--- config.mk ---
export PLATFORM = sky130hd
export DESIGN_NAME = instr_fetch_unit
export DESIGN_NICKNAME = d
export VERILOG_FILES = /design/src/rtl/riscv_pkg.sv /design/src/rtl/fetch_buf.sv /design/src/rtl/instr_fetch_unit.sv
export SDC_FILE = /design/constraint.sdc
export NUM_CORES = 1
export LEC_CHECK = 0
export ABC_AREA = 1
export CAP_MARGIN = 20
export CORE_ASPECT_RATIO = 1.1
export CORE_UTILIZATION = 55
export CTS_BUF_LIST = sky130_fd_sc_hd__clkbuf_4 sky130_fd_sc_hd__clkbuf_8
export DETAILED_ROUTE_END_ITERATION = 16
export HOLD_SLACK_MARGIN = 0.08
export PLACE_DENSITY = 0.9
export SKIP_CTS_REPAIR_TIMING = 1
export SYNTH_ARGS = -nofsm -noshare
export SYNTH_HDL_FRONTEND = slang
export SYNTH_SLANG_ARGS = --single-unit
--- constraint.sdc ---
create_clock -name clk -period 5.42 [get_ports clk]
set_input_delay 1.626 -clock clk [delete_from_list [all_inputs] [get_ports clk]]
set_output_delay 1.626 -clock clk [all_outputs]
set_load 0.1 [all_outputs]
--- src/rtl/riscv_pkg.sv ---
// riscv_pkg: shared widths, fetch FSM encodings and the NOP constant
package riscv_pkg;
  localparam int AW_DEF = 32;
  localparam int DW_DEF = 32;
  localparam logic [31:0] NOP = 32'h0000_0013;
  typedef enum logic [1:0] {
    S_REQ  = 2'd0,
    S_WAIT = 2'd1,
    S_DROP = 2'd2
  } fetch_state_e;
endpackage

--- src/rtl/fetch_buf.sv ---
// fetch_buf: DEPTH-entry synchronous FIFO of {pc, instr} with clear; head reads 0 when empty
module fetch_buf #(
  parameter int W = 64,
  parameter int DEPTH = 2,
  localparam int PW = $clog2(DEPTH),
  localparam int CW = PW + 1
) (
  input  logic          clk,
  input  logic          rst,
  input  logic          push,
  input  logic          pop,
  input  logic          clear,
  input  logic [W-1:0]  din,
  output logic [W-1:0]  dout,
  output logic [CW-1:0] count,
  output logic          full
);
  logic [W-1:0] mem_q [DEPTH];
  logic [W-1:0] mem_d [DEPTH];
  logic [PW-1:0] wr_q, wr_d, rd_q, rd_d;
  logic [CW-1:0] cnt_q, cnt_d;
  always_comb begin
    mem_d = mem_q;
    if (push) mem_d[wr_q] = din;
    wr_d  = clear ? '0 : wr_q + PW'(push);
    rd_d  = clear ? '0 : rd_q + PW'(pop);
    cnt_d = clear ? '0 : cnt_q + CW'(push) - CW'(pop);
  end
  always_ff @(posedge clk) mem_q <= mem_d;
  always_ff @(posedge clk or negedge rst) begin
    if (!rst) begin
      wr_q  <= '0;
      rd_q  <= '0;
      cnt_q <= '0;
    end else begin
      wr_q  <= wr_d;
      rd_q  <= rd_d;
      cnt_q <= cnt_d;
    end
  end
  assign count = cnt_q;
  assign full  = cnt_q == CW'(DEPTH);
  assign dout  = (cnt_q != '0) ? mem_q[rd_q] : '0;
endmodule

--- src/rtl/instr_fetch_unit.sv ---
// instr_fetch_unit: single-outstanding instruction fetch with tagged buffer and flush
module instr_fetch_unit import riscv_pkg::*; #(
  parameter int AW = AW_DEF,
  parameter int DW = DW_DEF,
  parameter int DEPTH = 2
) (
  input  logic          clk,
  input  logic          rst,
  input  logic [AW-1:0] pc_in,
  output logic          pc_hold,
  input  logic          flush,
  output logic          imem_req,
  output logic [AW-1:0] imem_addr,
  input  logic          imem_gnt,
  input  logic          imem_rvalid,
  input  logic [DW-1:0] imem_rdata,
  output logic          instr_valid,
  input  logic          instr_ready,
  output logic [DW-1:0] instr_out,
  output logic [AW-1:0] instr_pc
);
  localparam int CW = $clog2(DEPTH) + 1;
  fetch_state_e state_q, state_d;
  logic [AW-1:0] req_pc_q, req_pc_d;
  logic [CW-1:0] count;
  logic push, full;
  assign imem_addr   = pc_in & ~AW'(3);
  assign imem_req    = rst & (state_q == S_REQ) & ~full & ~flush;
  assign pc_hold     = ~(imem_req & imem_gnt);
  assign instr_valid = (count != '0) & ~flush;
  // Responses outside S_WAIT/S_DROP are stale (e.g. from before reset) and dropped
  always_comb begin
    state_d  = state_q;
    req_pc_d = req_pc_q;
    push     = 1'b0;
    case (state_q)
      S_REQ:  if (imem_req & imem_gnt) begin
        req_pc_d = imem_addr;
        state_d  = S_WAIT;
      end
      S_WAIT: if (imem_rvalid) begin
        push    = ~flush;
        state_d = S_REQ;
      end else if (flush) state_d = S_DROP;
      S_DROP: if (imem_rvalid) state_d = S_REQ;
      default: state_d = S_REQ;
    endcase
  end
  always_ff @(posedge clk or negedge rst) begin
    if (!rst) begin
      state_q  <= S_REQ;
      req_pc_q <= '0;
    end else begin
      state_q  <= state_d;
      req_pc_q <= req_pc_d;
    end
  end
  fetch_buf #(.W(AW + DW), .DEPTH(DEPTH)) u_buf (
    .clk   (clk),
    .rst   (rst),
    .push  (push),
    .pop   (instr_valid & instr_ready),
    .clear (flush),
    .din   ({req_pc_q, imem_rdata}),
    .dout  ({instr_pc, instr_out}),
    .count (count),
    .full  (full)
  );
endmodule

==> results_dict.tcl <==
set metrics [dict create \
    status "finished, final reports clean" \
    vdd_drop_max_uv 183 \
    arrival_ns 2.93 \
    p_leak_uw 0.00336 \
    cts_sinks 160 \
    seq_power_share_pct 51.9 \
    grt_antenna_before_repair 0 \
    num_vias 4387 \
    fp.dieW_um 106 \
    cts_max_level 4 \
    first_pass_iters 5 \
    postSynthAreaPerCell_um2 12.1 \
    cts_tree "built" \
    gp_congestion 0.711 \
    slew_headroom_pct 40.3 \
    path_delay_family "buffers and inverters" \
    fillers 803 \
    max_stage_delay_ns 0.59 \
    crit_chain "clkdlybuf4s50_1, inv_6, nand2_4, nor2_8, nand2_1, inv_1, buf_12" \
    crit_cells 7 \
    fmax_mhz 219 \
    slowest_stage "clkdlybuf4s50_1" \
    swShare_pct 30.0 \
    cts.clk_slew.worst_paths_ns 0.08 \
    grt_start_max_net_pins 64 \
    rsz0062_at_grt "false" \
    io_pins 169 \
    drc_errors 0 \
    grt_pass1_wl_um 20600 \
    switchingPower_uw 843 \
    synthesis.area_mm2 0.00659 \
    worstSkewPairLatency_ns 0.44 \
    rows 41 \
    dr.first_iter.drc_count 268 \
    yosys.area.top_type "edfxtp_1" \
    crit_fanout 4 \
    combPwrFrac_pct 18.6 \
    power_frac_clock_pct 29.6 \
    yosysWarnings 0 \
    layout-drive-gt1-share_pct 21.8 \
    die-area_mm2 0.0124 \
    ys_types 26 \
    grt_pass1_vias 4266 \
    worstPathRequired_ns 3.79 \
    grt.total_usage_pct 22.1 \
    crit_type "in2out" \
    ant_nets 0 \
    numPortBuffers 162 \
    routed_wl_um 13200 \
    tns_ns 0 \
    fin_crit_sh_pct 84.1 \
    diodes 0 \
    overflow 0 \
    synth_cells 547 \
    area_growth_pct 24.3 \
    worstRegToRegCells 5 \
    core_area_mm2 0.0116 \
    layout.nets 749 \
    internal-power_uw 1970 \
    yosysSeqAreaShare_pct 70.1 \
    clockBufferDepth 2 \
    p_per_area_mw_per_mm2 343 \
    synth_top_area_share_pct 56.5 \
    post-dp-hpwl_um 8490 \
    final-hold-violation-count 0 \
    setup_viol 0 \
    hold_depth 0 \
    hp-class "reg2reg" \
    cap_viol_max_count 0 \
    fin_area_mm2 0.00820 \
    start_kind "input pin" \
    initial_core_util_pct 56.9 \
    wl_per_cell_um 15.8 \
    place_area_mm2 0.00780 \
    end_kind "primary output" \
    drv_slew 0 \
    finalCriticalPeriod_ns 4.56 \
    critPathBufInv 4 \
    ys_top_cells_by_area "edfxtp_1 56%, dfrtp_1 14%, nand2_1 11%" \
    ys_ff_latch 160 \
    die_h_um 117 \
    viasPerCell 5.24 \
    skew_ns 0.00807 \
    ctsRootBufferMaster "clkbuf_8" \
    cts_buffers 17 \
    tightest_slew_ns 0.894 \
]
[cell usage after synthesis, drive strengths merged]
library cell and n:
inv 12, conb 1, nand4 32, a21oi 63, edfxtp 124, nand2 194
o21ai 2, nor2 8, buf 66, o31ai 1, ha 4, nand3 1
nor3 2, dfrtp 36, or2 1
[power by group through the flow]
stage	combinational, µW	sequential [µW]	clock (µW)
4_1_cts	525	1460	843
2_1_floorplan	403	1470	0
5_1_grt	553	1460	887
6_report	521	1460	830
3_5_place_dp	523	1480	0
3_3_place_gp	511	1470	0
[metrics by stage]
stage / cells / worst slack [ns] / power, µW / utilization, % / hold WS, ns
after floorplan: 550 / 0.776 / 1870 / - / 0.442
after global placement: 805 / 0.863 / 1980 / 67.3 / 0.447
after detailed placement: 805 / 0.876 / 2000 / 67.3 / 0.458
after CTS: 837 / 0.865 / 2820 / 70.5 / 0.474
after global routing: 838 / 0.828 / 2900 / 70.7 / 0.481
final: 838 / 0.862 / 2810 / 70.7 / 0.476
[layout by cell type, fill, tap and decap left out, types with 2 or more instances in the layout]
master | netlist | layout
nand2_1 | 192 | 192
edfxtp_1 | 124 | 124
buf_4 | 34 | 100
clkdlybuf4s50_1 | 0 | 66
a21oi_1 | 63 | 63
dfrtp_1 | 36 | 35
nand4_1 | 31 | 31
clkbuf_8 | 0 | 17
inv_1 | 9 | 9
nor2_1 | 5 | 5
buf_12 | 0 | 5
conb_1 | 1 | 4
clkbuf_4 | 0 | 4
clkinvlp_4 | 0 | 4
inv_2 | 2 | 2
o21ai_0 | 2 | 2
ha_1 | 4 | 2
ha_2 | 0 | 2
clkinv_2 | 0 | 2
bufinv_16 | 0 | 2
clkinv_1 | 0 | 2
[cell families (layout without fill, tap and decap cells)]
logic type | Yosys count | count (layout) | share of synthesized area [%]
AOI/OAI and AO/OA | 66 | 66 | 5.05
buffers and inverters | 78 | 216 | 8.29
and+or+nand+nor | 238 | 238 | 15.7
other | 1 | 4 | 0.0569
adders and majority gates | 4 | 4 | 0.759
DFF | 160 | 160 | 70.1
[sequential cells by signal (all words and copies together), names as in the netlist]
| name | count |
|---|---|
| u_buf.mem_q | 124 |
| req_pc_q | 30 |
| state_q | 2 |
| u_buf.count | 2 |
| u_buf.rd_q | 1 |
| u_buf.wr_q | 1 |
[final timing paths]
| check | startpoint | end | slack (ns) |
|---|---|---|---|
| worst min register to register | req_pc_q[11] | u_buf.mem_q[43] | 0.48 |
| worst max-delay path | flush | imem_req | 0.86 |
| worst max register to register | state_q[1] | u_buf.mem_q[16] | 3.09 |
| max in group asynchronous | rst | u_buf.rd_q | 3.76 |
| worst min-delay path | req_pc_q[11] | u_buf.mem_q[43] | 0.48 |
| min in group asynchronous | rst | req_pc_q[23] | 1.30 |
[area by class of cell]
class	instances	area, µm²	area share [%]
Clock buffer	21	264	3.22
Timing Repair Buffer	172	1520	18.5
Clock inverter	11	116	1.42
Inverter	12	50.0	0.610
Sequential cell	160	4630	56.4
Multi-Input combinational cell	312	1440	17.5
Tap cell	150	188	2.29
[worst reg2reg max path, stage by stage (launching register included)]
cell	delay, ns
dfrtp_1	0.38
inv_1	0.11
nand2_1	0.08
nor3_1	0.32
ha_2	0.82
buf_12	0.31
[metal layers]
metal	vias to the layer above	global-route usage (%)	wire length, µm
li1	2105	-	-
met1	2074	25.0	4960
met2	179	40.7	7060
met3	29	4.26	856
met4	0	10.6	347
met5	-	0	0
(Power assumes the default switching activity.)
==> edit: new RTL, config.mk and constraints unchanged <==
Re-encode `fetch_state_e` (3 states) as one-hot, 3 bits wide.
--- a/src/rtl/riscv_pkg.sv
+++ b/src/rtl/riscv_pkg.sv
@@ -3,10 +3,10 @@
   localparam int AW_DEF = 32;
   localparam int DW_DEF = 32;
   localparam logic [31:0] NOP = 32'h0000_0013;
-  typedef enum logic [1:0] {
-    S_REQ  = 2'd0,
-    S_WAIT = 2'd1,
-    S_DROP = 2'd2
+  typedef enum logic [2:0] {
+    S_REQ  = 3'b001,
+    S_WAIT = 3'b010,
+    S_DROP = 3'b100
   } fetch_state_e;
 endpackage
 
Behaviour: no difference found for any inputs over 4 cycles, from zero or initial values and one cycle with rst low; so few cycles prove little.
==> edit against the original RTL <==
Wire length up 0.95%; total power rose by 6.2%; synthesized area shrank 1.5%; sequential cell count increased by 1; die area fell by 1.5%; final area grew 0.27%; cell count is 0.84% higher; worst setup slack worse by 0.32 ns; largest cell class unchanged.
==> edit: results (changes against the original RTL) <==
* Register clock-pin slew on the reported worst setup and hold paths: 0.08 ns (about the same)
- The worst register-to-register path ends at u_buf.count[1].
- Number of antenna violations at the first check in global routing: 0 (unchanged)
- The xor-xnor portion of the synthesized cell area is 0.270% (+0.27 points).
- The worst hold path begins at req_pc_q[10].
* Worst reg2reg path depth: 10 (+5)
- The worst-case hold slack was 0.472 ns (-0.00402 ns).
* Area share of fa/ha/maj cells after synthesis: 0.770% (+0.011 points)
* Result of the run: finished clean
- First-pass GRT wire length: 20.9 mm (+1.3%)
- The cell total after placement was 812 (+0.87%).
* Leakage power figure: 3.39 nW (+1.1%)
* Met2 Track Usage GR: 42.2% (+1.5 points)
* Largest net degree at the start of global routing: 65 (+1.6%)
- The global placement routability congestion is 0.730 (+2.6%).
- The fraction of met1 tracks used by global routing came to 25.4% (+0.40 points).
- Instance area at placement: 7780 sq um (-0.21%)
- The slew of the pin with the lowest slew margin was 0.756 ns (-0.138 ns).
- The number of buffers created by CTS is 17 (unchanged).
- Critical path arrival: 3.25 ns (+0.32 ns)
- The maximum fanout along the worst path came to 32 (+28).
* Number of cells traversed by the worst hold path: 0 (unchanged)
- R2R Setup Slk: 2.86 ns (-0.23 ns)
* Mean instance size in the synthesized netlist: 11.8 sq um (-2.4%)
- Share of layout cells above drive strength 1: 21.2% (-0.65 points)
* Biggest regs: u_buf.mem_q x124, req_pc_q x30, state_q x3
* Aggregate global-route resource usage: 22.6% (+0.49 points)
- The number of DRC markers in iteration 0 is 272 (+1.5%).
- Number of non-filler instances in the completed layout: 845 (+0.84%)
- The final-stage net count is 756 (+0.93%).
- Counting instances in the post-synthesis netlist gives the leading cell types as 194 x sky130_fd_sc_hd__nand2_1, 124 x sky130_fd_sc_hd__edfxtp_1, 62 x sky130_fd_sc_hd__a21oi_1.
- Maximum clock skew at final layout: 0.0103 ns (+0.00227 ns)
* Origin of the critical flop-to-flop path: u_buf.count[1]
- The global-route met3 utilization was 4.67% (+0.40 points).
- Top post-synthesis cells by area: sky130_fd_sc_hd__edfxtp_1 57%, sky130_fd_sc_hd__dfrtp_1 14%, sky130_fd_sc_hd__nand2_1 11%
- The share of the synthesized area in compound gates (AO/OA/AOI/OAI) was 5.05% (about the same).
* Dpl hpwl: 8.27 mm (-2.6%)
* Async S/R FF share, synth: 23.0% (+0.48 points)
* Count of cell types in the netlist: 25 (-3.8%)
- Length of the first detailed-routing pass in iterations: 4 (-1)
* Worst slack at placement: 0.558 ns (-0.318 ns)
- The worst hold path terminates at u_buf.mem_q[42].
- The number of vias per cell is 5.22 (-0.35%).
* Worst VDD drop: 237 uV (+30%)
* Aggregate routed wire length: 13.3 mm (+0.95%)
* Share of the yosys chip area belonging to registers: 71.6% (+1.5 points)
- For this run, the leading register cell type out of synthesis is sky130_fd_sc_hd__edfxtp_1.
- Vias in the first global route: 4477 (+4.9%)
[edit: changes by cell type in the layout (fill, tap and decap cells not counted), sizes merged, moves of 2 or more]
cell | unedited run | this run
nand3 | 1 | 34
nand4 | 32 | 0
nor2 | 8 | 13
clkinv | 5 | 1
clkbuf | 21 | 24
nand2 | 194 | 196
nor3 | 2 | 0
[edit: per-layer routing]
layer  part of all wire, %  vias up
li1                      -     2085
met1                    38     2135
met2                    55      171
met3                   5.6       17
met4                   1.4        0
met5                     0        -
[edit: report_power, final]
| part | switching (mW) | internal (mW) | leakage, nW |
|---|---|---|---|
| registers | 0.0876 | 1.52 | 1.59 |
| logic | 0.353 | 0.143 | 1.61 |
| clock network | 0.405 | 0.480 | 0.198 |
[edit: kinds of logic after synthesis]
kind of cell / after synthesis
AO/OA/AOI/OAI: 65
XOR/XNOR: 2
other: 1
adder cells (fa/ha/maj): 4
AND/OR/NAND/NOR: 244
flip-flops: 161
buffers and inverters: 75
[edit: layout make-up]
cell class,instances,area (sq um)
clock buffer,24,318
clock inverter,8,101
fill,799,3270
multi-input combinational,319,1410
sequential,161,4650
timing repair buffer,171,1510
tap,150,188
inverter,12,45.0
[edit: how the worst max path moves through the flow]
stage,start,endpoint,depth (start not counted),slack (ns)
detailed placement,flush,pc_hold,6,0.56
global placement,flush,pc_hold,6,0.58
CTS,flush,pc_hold,6,0.55
finish,flush,pc_hold,6,0.54
floorplan,flush,instr_valid,2,0.72
global route,flush,pc_hold,6,0.42
[edit: critical path, stage by stage]
cell                              delay (ns)
sky130_fd_sc_hd__clkdlybuf4s50_1        0.48
sky130_fd_sc_hd__nor2_4                 0.14
sky130_fd_sc_hd__nand2_2                0.07
sky130_fd_sc_hd__nor2_4                 0.32
sky130_fd_sc_hd__nand2_4                0.33
sky130_fd_sc_hd__buf_12                 0.27
